### config.mk
export PLATFORM = sky130hd
export DESIGN_NAME = mem_arbiter
export DESIGN_NICKNAME = d
export VERILOG_FILES = /design/src/rtl/ktc32_mem_pkg.sv /design/src/rtl/arb_starve_cnt.sv /design/src/rtl/mem_arbiter.sv
export SDC_FILE = /design/constraint.sdc
export NUM_CORES = 1
export LEC_CHECK = 0
export CORE_ASPECT_RATIO = 0.7
export CORE_UTILIZATION = 23
export DETAILED_ROUTE_END_ITERATION = 10
export DONT_BUFFER_PORTS = 1
export PLACE_DENSITY_LB_ADDON = 0.15
export SLEW_MARGIN = 10
export SYNTH_ARGS = -nofsm -noshare
export SYNTH_HDL_FRONTEND = slang
export SYNTH_SLANG_ARGS = --single-unit
### constraint.sdc
create_clock -name clk -period 3.9 [get_ports clk]
set_clock_uncertainty 0.1 [all_clocks]
set_input_delay 0.78 -clock clk [delete_from_list [all_inputs] [get_ports clk]]
set_output_delay 0.78 -clock clk [all_outputs]
set_load 0.005 [all_outputs]
### src/rtl/ktc32_mem_pkg.sv
// Shared types and defaults for the KTC32 unified-memory arbiter.
package ktc32_mem_pkg;

  typedef enum logic {ARB, LOCKED} arb_state_t;

  typedef enum logic [1:0] {OWN_NONE, OWN_I, OWN_D} mem_owner_t;

  localparam int STARVE_MAX_DEF = 4;
  localparam int AW_DEF         = 32;

  // Width needed to hold a counter value in 0..max.
  function automatic int cnt_width(input int max);
    return (max < 1) ? 1 : $clog2(max + 1);
  endfunction

endpackage

### src/rtl/arb_starve_cnt.sv
// Saturating starvation counter: counts denied fetch cycles, flags when the limit is hit.
module arb_starve_cnt #(
  parameter int MAX = 4,
  parameter int W   = 3
) (
  input  logic         clk,
  input  logic         rst_n,
  input  logic         inc,
  input  logic         clr,
  output logic [W-1:0] cnt,
  output logic         at_max
);

  assign at_max = (cnt == W'(MAX));

  // Clear wins over increment; increment stops at MAX.
  always_ff @(posedge clk or negedge rst_n) begin
    if (!rst_n) begin
      cnt <= '0;
    end else if (clr) begin
      cnt <= '0;
    end else if (inc && !at_max) begin
      cnt <= cnt + 1'b1;
    end
  end

endmodule

### src/rtl/mem_arbiter.sv
// Arbitrates the single-port unified ram between instruction fetch and load/store.
// Data has priority, a starvation counter forces fetch progress, and d_lock holds
// the ram for the data port across read-modify-write sequences.
module mem_arbiter
  import ktc32_mem_pkg::*;
#(
  parameter int STARVE_MAX = STARVE_MAX_DEF,
  parameter int AW         = AW_DEF
) (
  input  logic          clk,
  input  logic          rst_n,
  input  logic          i_req,
  input  logic [AW-1:0] i_addr,
  output logic          i_gnt,
  output logic          i_rvalid,
  output logic [31:0]   i_rdata,
  input  logic          d_req,
  input  logic          d_we,
  input  logic [AW-1:0] d_addr,
  input  logic [31:0]   d_wd,
  input  logic          d_lock,
  output logic          d_gnt,
  output logic          d_rvalid,
  output logic [31:0]   d_rdata,
  output logic          mem_we,
  output logic [AW-1:0] mem_addr,
  output logic [31:0]   mem_wd,
  input  logic [31:0]   mem_rdata
);

  localparam int CW = cnt_width(STARVE_MAX);

  arb_state_t    state, state_nxt;
  logic [CW-1:0] starve_cnt;
  logic          starve_max;
  mem_owner_t    rsp_owner_p1;
  logic [31:0]   rdata_p1;

  arb_starve_cnt #(
    .MAX (STARVE_MAX),
    .W   (CW)
  ) u_starve (
    .clk    (clk),
    .rst_n  (rst_n),
    .inc    (i_req & ~i_gnt),
    .clr    (~i_req | i_gnt),
    .cnt    (starve_cnt),
    .at_max (starve_max)
  );

  // Grant decision and lock FSM next state; nothing is granted while in reset.
  always_comb begin
    state_nxt = state;
    i_gnt     = 1'b0;
    d_gnt     = 1'b0;
    if (rst_n) begin
      case (state)
        ARB: begin
          if (d_req && !(i_req && starve_max)) begin
            d_gnt = 1'b1;
          end else if (i_req) begin
            i_gnt = 1'b1;
          end
          if (d_gnt && d_lock) begin
            state_nxt = LOCKED;
          end
        end
        LOCKED: begin
          // The release cycle itself still belongs to the data port.
          d_gnt = d_req;
          if (!d_lock) begin
            state_nxt = ARB;
          end
        end
        default: state_nxt = ARB;
      endcase
    end
  end

  assign mem_we   = d_gnt & d_we;
  assign mem_addr = i_gnt ? i_addr : d_addr;
  assign mem_wd   = d_wd;

  // Lock FSM state register.
  always_ff @(posedge clk or negedge rst_n) begin
    if (!rst_n) begin
      state <= ARB;
    end else begin
      state <= state_nxt;
    end
  end

  // ---- p0 -> p1: capture ram read data and its owner on the grant edge ----
  // Store acks carry zero data; an ungranted cycle leaves no owner.
  always_ff @(posedge clk or negedge rst_n) begin
    if (!rst_n) begin
      rsp_owner_p1 <= OWN_NONE;
      rdata_p1     <= '0;
    end else if (i_gnt) begin
      rsp_owner_p1 <= OWN_I;
      rdata_p1     <= mem_rdata;
    end else if (d_gnt) begin
      rsp_owner_p1 <= OWN_D;
      rdata_p1     <= d_we ? 32'h0 : mem_rdata;
    end else begin
      rsp_owner_p1 <= OWN_NONE;
    end
  end

  assign i_rvalid = (rsp_owner_p1 == OWN_I);
  assign d_rvalid = (rsp_owner_p1 == OWN_D);
  assign i_rdata  = i_rvalid ? rdata_p1 : 32'h0;
  assign d_rdata  = d_rvalid ? rdata_p1 : 32'h0;

endmodule

==> impl_metrics.yaml, run 1 <==
detailed_routing:
  drt-initial-drc-count: 66
  vias: 2010
  wl_um: 7860
  ant_nets: 0
  first_pass_iters: 4
  post_drt_wl_per_cell_um: 18.3
  avgViaCountPerCell: 4.67
  drc: 0
pwr:
  p_comb_frac: 0.174
  swShare: 0.278
  powerDensity_nw_per_um2: 378
  peakVddDrop_uv: 134
  p_leak_uw: 0.00118
  clockPowerShare: 0.379
  pwr-share-seq: 0.448
  p_total_uw: 1070
  switchingPower_uw: 298
  power.internal_uw: 775
timing:
  rsz0062_at_grt: "false"
  timing.final.ws_setup_ns: 0.723
  finalHoldViolations: 0
  slew_violations: 0
  setup_viol: 0
  relSlewSlack: 0.410
  fin_crit_sh: 0.815
  period_needed_ns: 3.18
  max_freq_mhz: 315
  timing.hold.ws_ns: 0.0917
  fin_setup_tns_ns: 0
  tightest_slew_ns: 0.883
setup_path:
  r2r_end: "u_starve.cnt[1]"
  required_ns: 3.02
  ff2ff_path_depth: 6
  crit_path_end_kind: "output pin"
  r2r_setup_slack_ns: 1.81
  reg2reg_from: "u_starve.cnt[0]"
  arrival_ns: 2.30
  crit_type: "reg2out"
  path_max_fanout: 34
  worstSetupStartpointType: "flop"
cts:
  clock_path_buffers: 2
  clkTransAtPathRegs_ns: 0.06
  root_buffer: "clkbuf_16"
  ctsResizeCount: 0
  h-tree-depth: 2
  post_cts_buffers: 0
  cts.sinks: 38
  postCtsHoldBufs: 0
  cts_tree: "built"
  cts_buffers: 5
  clk-insertion-delay-late_ns: 0.28
floorplanning:
  fp.dieW_um: 134
  start_util: 0.238
  dieArea_um2: 12700
  die_y_um: 94.7
  rows: 33
  ioPinCount: 267
  coreArea_um2: 11900
yosys:
  postSynthAreaPerCell_um2: 9.02
  ys_types: 25
  ys_warn_count: 0
  yosys.area.top_type_share: 0.337
  ys_seq_area_frac: 0.337
  synth_seq_cells: 38
  syn_inst: 313
  syn-num-nets: 449
  syn_area_um2: 2820
  synth_area_leader_cell: "dfrtp_1"
  synth_area_leaders: "dfrtp_1 (34%), and2_1 (14%), mux2_2 (13%), o32ai_1 (9.9%), buf_4 (8.5%)"
layout:
  post-route-util: 0.240
  syn_to_final_growth_pct: 0.620
  drive_gt1_frac: 0.191
  fin_nets: 409
  nFillCells: 1272
place:
  dp_slack_ns: 0.944
  gp_congestion: 0.650
  hpwlAfterDp_um: 5540
  port_buffers: 0
grt:
  grt_pass1_wl_um: 11300
  grtUsageTotal: 0.121
  grt_pass1_vias: 1846
  antenna_found_initial: 0
  grt_remaining_overflow: 0
  grt_start_max_net_pins: 75
hold_path:
  min_path_type: "in2async"
flow_run:
  maxCapViolCount: 0
status:
  status: "finished clean"
-- critical path, cell delays in order (launching register included) --
cell      delay [ns]
dfrtp_1         0.40
inv_1           0.07
ha_1            0.27
a21boi_2        0.12
nor2_4          0.71
mux2_2          0.44
-- per-stage QoR --
stage          instance area (um^2)  cells
2_1_floorplan                  2820    313
3_3_place_gp                   2700    423
3_5_place_dp                   2700    423
4_1_cts                        2840    429
5_1_grt                        2840    429
6_report                       2840    430
-- cell usage in the layout, fill, tap and decap left out, drive strengths merged --
| cell | netlist | final |
|---|---|---|
| a21boi | 1 | 1 |
| mux2i | 1 | 1 |
| nand3b | 1 | 1 |
| o21a | 2 | 2 |
| a31oi | 3 | 3 |
| nor2 | 4 | 4 |
| diode | 0 | 1 |
| nor2b | 2 | 2 |
| o32ai | 32 | 32 |
| nor4b | 1 | 1 |
| inv | 35 | 35 |
| xnor2 | 1 | 1 |
| nor3b | 2 | 2 |
| nand2 | 35 | 35 |
| dfrtp | 38 | 38 |
| ha | 2 | 2 |
| a2bb2oi | 1 | 1 |
| and2 | 65 | 65 |
| and2b | 1 | 1 |
| clkbuf | 6 | 6 |
| mux2 | 32 | 32 |
| buf | 48 | 7 |
-- registers in the layout, summed over array words and instances (netlist names) --
signal and count:
rsp_owner_p1 2, state 1, u_starve.cnt 3, rdata_p1 32
-- power by group through the flow --
stage	Combinational [uW]	Sequential, uW	Clock, uW
4_1_cts	190	481	426
3_5_place_dp	189	487	0
2_1_floorplan	191	473	0
5_1_grt	212	488	440
6_report	186	481	406
3_3_place_gp	186	486	0
-- layer usage --
layer,vias to the layer above,GRT usage,routed length [um]
li1,925,-,-
met1,973,0.198,4180
met2,107,0.141,3050
met3,5,0.0419,596
met4,0,0.0225,30
met5,-,0,0
-- Yosys cell counts (all sizes together) --
library cell	instances
a21boi	1
a2bb2oi	1
a31oi	3
and2	65
and2b	1
buf	48
clkbuf	6
dfrtp	38
ha	2
inv	35
mux2	32
mux2i	1
nand2	35
nand3b	1
nor2	4
nor2b	2
nor3b	2
nor4b	1
o21a	2
o32ai	32
xnor2	1
-- layout make-up --
type,instances,area [um^2],area share
inverters,35,131,0.0462
well taps,157,196,0.0691
diodes,1,2.50,0.000881
clock buffers,6,139,0.0489
multi-input cells,186,1370,0.482
flip-flops and latches,38,951,0.335
repair buffers,7,52.6,0.0185
-- worst max path at each step --
stage / to / cells after the start / from / slack (ns)
after floorplan: mem_addr[25] / 5 / rst_n / 1.24
after global placement: mem_addr[19] / 3 / d_req / 0.97
after detailed placement: mem_addr[19] / 3 / d_req / 0.94
after CTS: mem_addr[19] / 5 / u_starve.cnt[0] / 0.72
after global routing: mem_addr[19] / 5 / u_starve.cnt[0] / 0.53
final: mem_addr[19] / 5 / u_starve.cnt[0] / 0.72
-- kinds of logic (layout without fill, tap and decap cells) --
kind of cell | after synthesis | in the layout | synth area share
AOI/OAI and AO/OA | 39 | 39 | 0.121
xor gates and xnor gates | 1 | 1 | 0.00310
adders and majority gates | 2 | 2 | 0.00886
buffers and inverters | 89 | 48 | 0.181
DFF | 38 | 38 | 0.337
muxes | 33 | 33 | 0.131
other | 0 | 1 | 0
and+or+nand+nor | 111 | 111 | 0.218
Note: power is estimated with default switching activity, not from simulation.
==> run 2, diff against run 1 <==
==> constraint.sdc (replaced) <==
create_clock -name clk -period 3.2 [get_ports clk]
set_clock_uncertainty 0.1 [all_clocks]
set_input_delay 0.64 -clock clk [delete_from_list [all_inputs] [get_ports clk]]
set_output_delay 0.64 -clock clk [all_outputs]
set_load 0.005 [all_outputs]
==> impl_metrics.yaml, run 2 (synthesis results as in run 1) <==
layout:
  largest_reg_flops: 32
  seq_area_um2: 951
  num_antenna_cells: 0
  final_cell_mix: "and2_1 (65), dfrtp_1 (38), inv_1 (35), nand2_1 (35)"
  top_register: "rdata_p1"
  fin_nets: 408
  multi_input_area_um2: 1370
  nFillCells: 1284
  syn_to_final_growth_pct: 0.975
  biggestRegsByFlops: "rdata_p1 (32), u_starve.cnt (3), rsp_owner_p1 (2)"
  final_common_cell: "and2_1"
  drive_gt1_frac: 0.188
detailed_routing:
  avgViaCountPerCell: 4.65
  drc: 0
  post_drt_wl_per_cell_um: 19.0
  vias: 1990
  drt-initial-drc-count: 51
  ant_nets: 0
  first_pass_iters: 4
  wl_um: 8120
timing:
  setup_viol: 0
  relSlewSlack: 0.684
  timing.final.ws_setup_ns: 0.402
  tightest_slew_ns: 0.474
  fin_setup_tns_ns: 0
  period_needed_ns: 2.80
  max_freq_mhz: 357
  fin_crit_sh: 0.874
  slew_violations: 0
  rsz0062_at_grt: "false"
  finalHoldViolations: 0
grt:
  antenna_found_initial: 0
  grtUsageTotal: 0.124
  grt_pass1_wl_um: 11700
  grt_remaining_overflow: 0
  grt_start_max_net_pins: 39
  grt_pass1_vias: 1875
setup_path:
  worstSetupStartpointType: "flop"
  crit_type: "reg2out"
  path_buf_inv: 2
  crit_chain: "inv_1 > ha_1 > a21boi_2 > nor2_4 > buf_4 > mux2_2"
  required_ns: 2.46
  crit_family: "buffers and inverters"
  cpMaxStageDelayCell: "mux2_2"
  path_max_fanout: 37
  max_stage_delay_ns: 0.41
  arrival_ns: 2.06
  crit_path_end_kind: "output pin"
cts:
  clkTransAtPathRegs_ns: 0.06
  cts_buffers: 5
  cts_tree: "built"
  post_cts_buffers: 0
  root_buffer: "clkbuf_16"
  clock_path_buffers: 2
  h-tree-depth: 2
  clk-insertion-delay-late_ns: 0.28
  cts.sinks: 38
  ctsResizeCount: 0
  postCtsHoldBufs: 1
floorplanning:
  dieArea_um2: 12700
  coreArea_um2: 11900
  rows: 33
  ioPinCount: 267
  start_util: 0.238
  fp.dieW_um: 134
  die_y_um: 94.7
flow_run:
  maxCapViolCount: 0
place:
  port_buffers: 0
  gp_congestion: 0.681
  dp_slack_ns: 0.715
  hpwlAfterDp_um: 5360
status:
  status: "finished clean"
pwr:
  peakVddDrop_uv: 168
  p_leak_uw: 0.00118
  powerDensity_nw_per_um2: 460
hold_path:
  min_path_type: "in2async"
[run 2: area by class of cell]
| cell class | count | area share |
|---|---|---|
| Inverter | 35 | 0.0461 |
| Sequential cell | 38 | 0.333 |
| Clock buffer | 6 | 0.0487 |
| Timing Repair Buffer | 6 | 0.0228 |
| Tap cell | 157 | 0.0689 |
| Multi-Input combinational cell | 186 | 0.480 |
[run 2: report_power, final]
group	leakage [uW]	switching (uW)	internal, uW
Combinational	0.000617	135	103
Sequential	0.000493	43.7	541
Clock	0.0000688	186	301
[run 2: final timing paths]
check	cells after the start	end	start	slack, ns
max reg2reg	5	rdata_p1[8]	u_starve.cnt[0]	1.37
min	1	rdata_p1[13]	rst_n	0.1
min reg2reg	2	rdata_p1[11]	rdata_p1[11]	0.43
min in group clk	1	state	rst_n	0.37
max	6	mem_addr[16]	u_starve.cnt[0]	0.40
max in group asynchronous	1	rdata_p1[0]	rst_n	2.70
[run 2: per-stage QoR]
step / hold WS, ns / instance area [um^2] / total power [uW] / utilization / cells
floorplan: 0.244 / 2820 / 809 / - / 313
global placement: 0.246 / 2690 / 819 / 0.227 / 421
detailed placement: 0.247 / 2690 / 822 / 0.227 / 421
CTS: 0.102 / 2850 / 1340 / 0.241 / 428
global route: 0.106 / 2850 / 1400 / 0.241 / 428
finish: 0.0979 / 2850 / 1310 / 0.241 / 428
[run 2: layer usage]
layer | share of wire | track usage | vias to the layer above
met5 | 0 | 0 | -
met4 | 0.0036 | 0.0225 | 0
met3 | 0.062 | 0.0381 | 4
met2 | 0.40 | 0.158 | 100
met1 | 0.53 | 0.195 | 964
li1 | - | - | 922
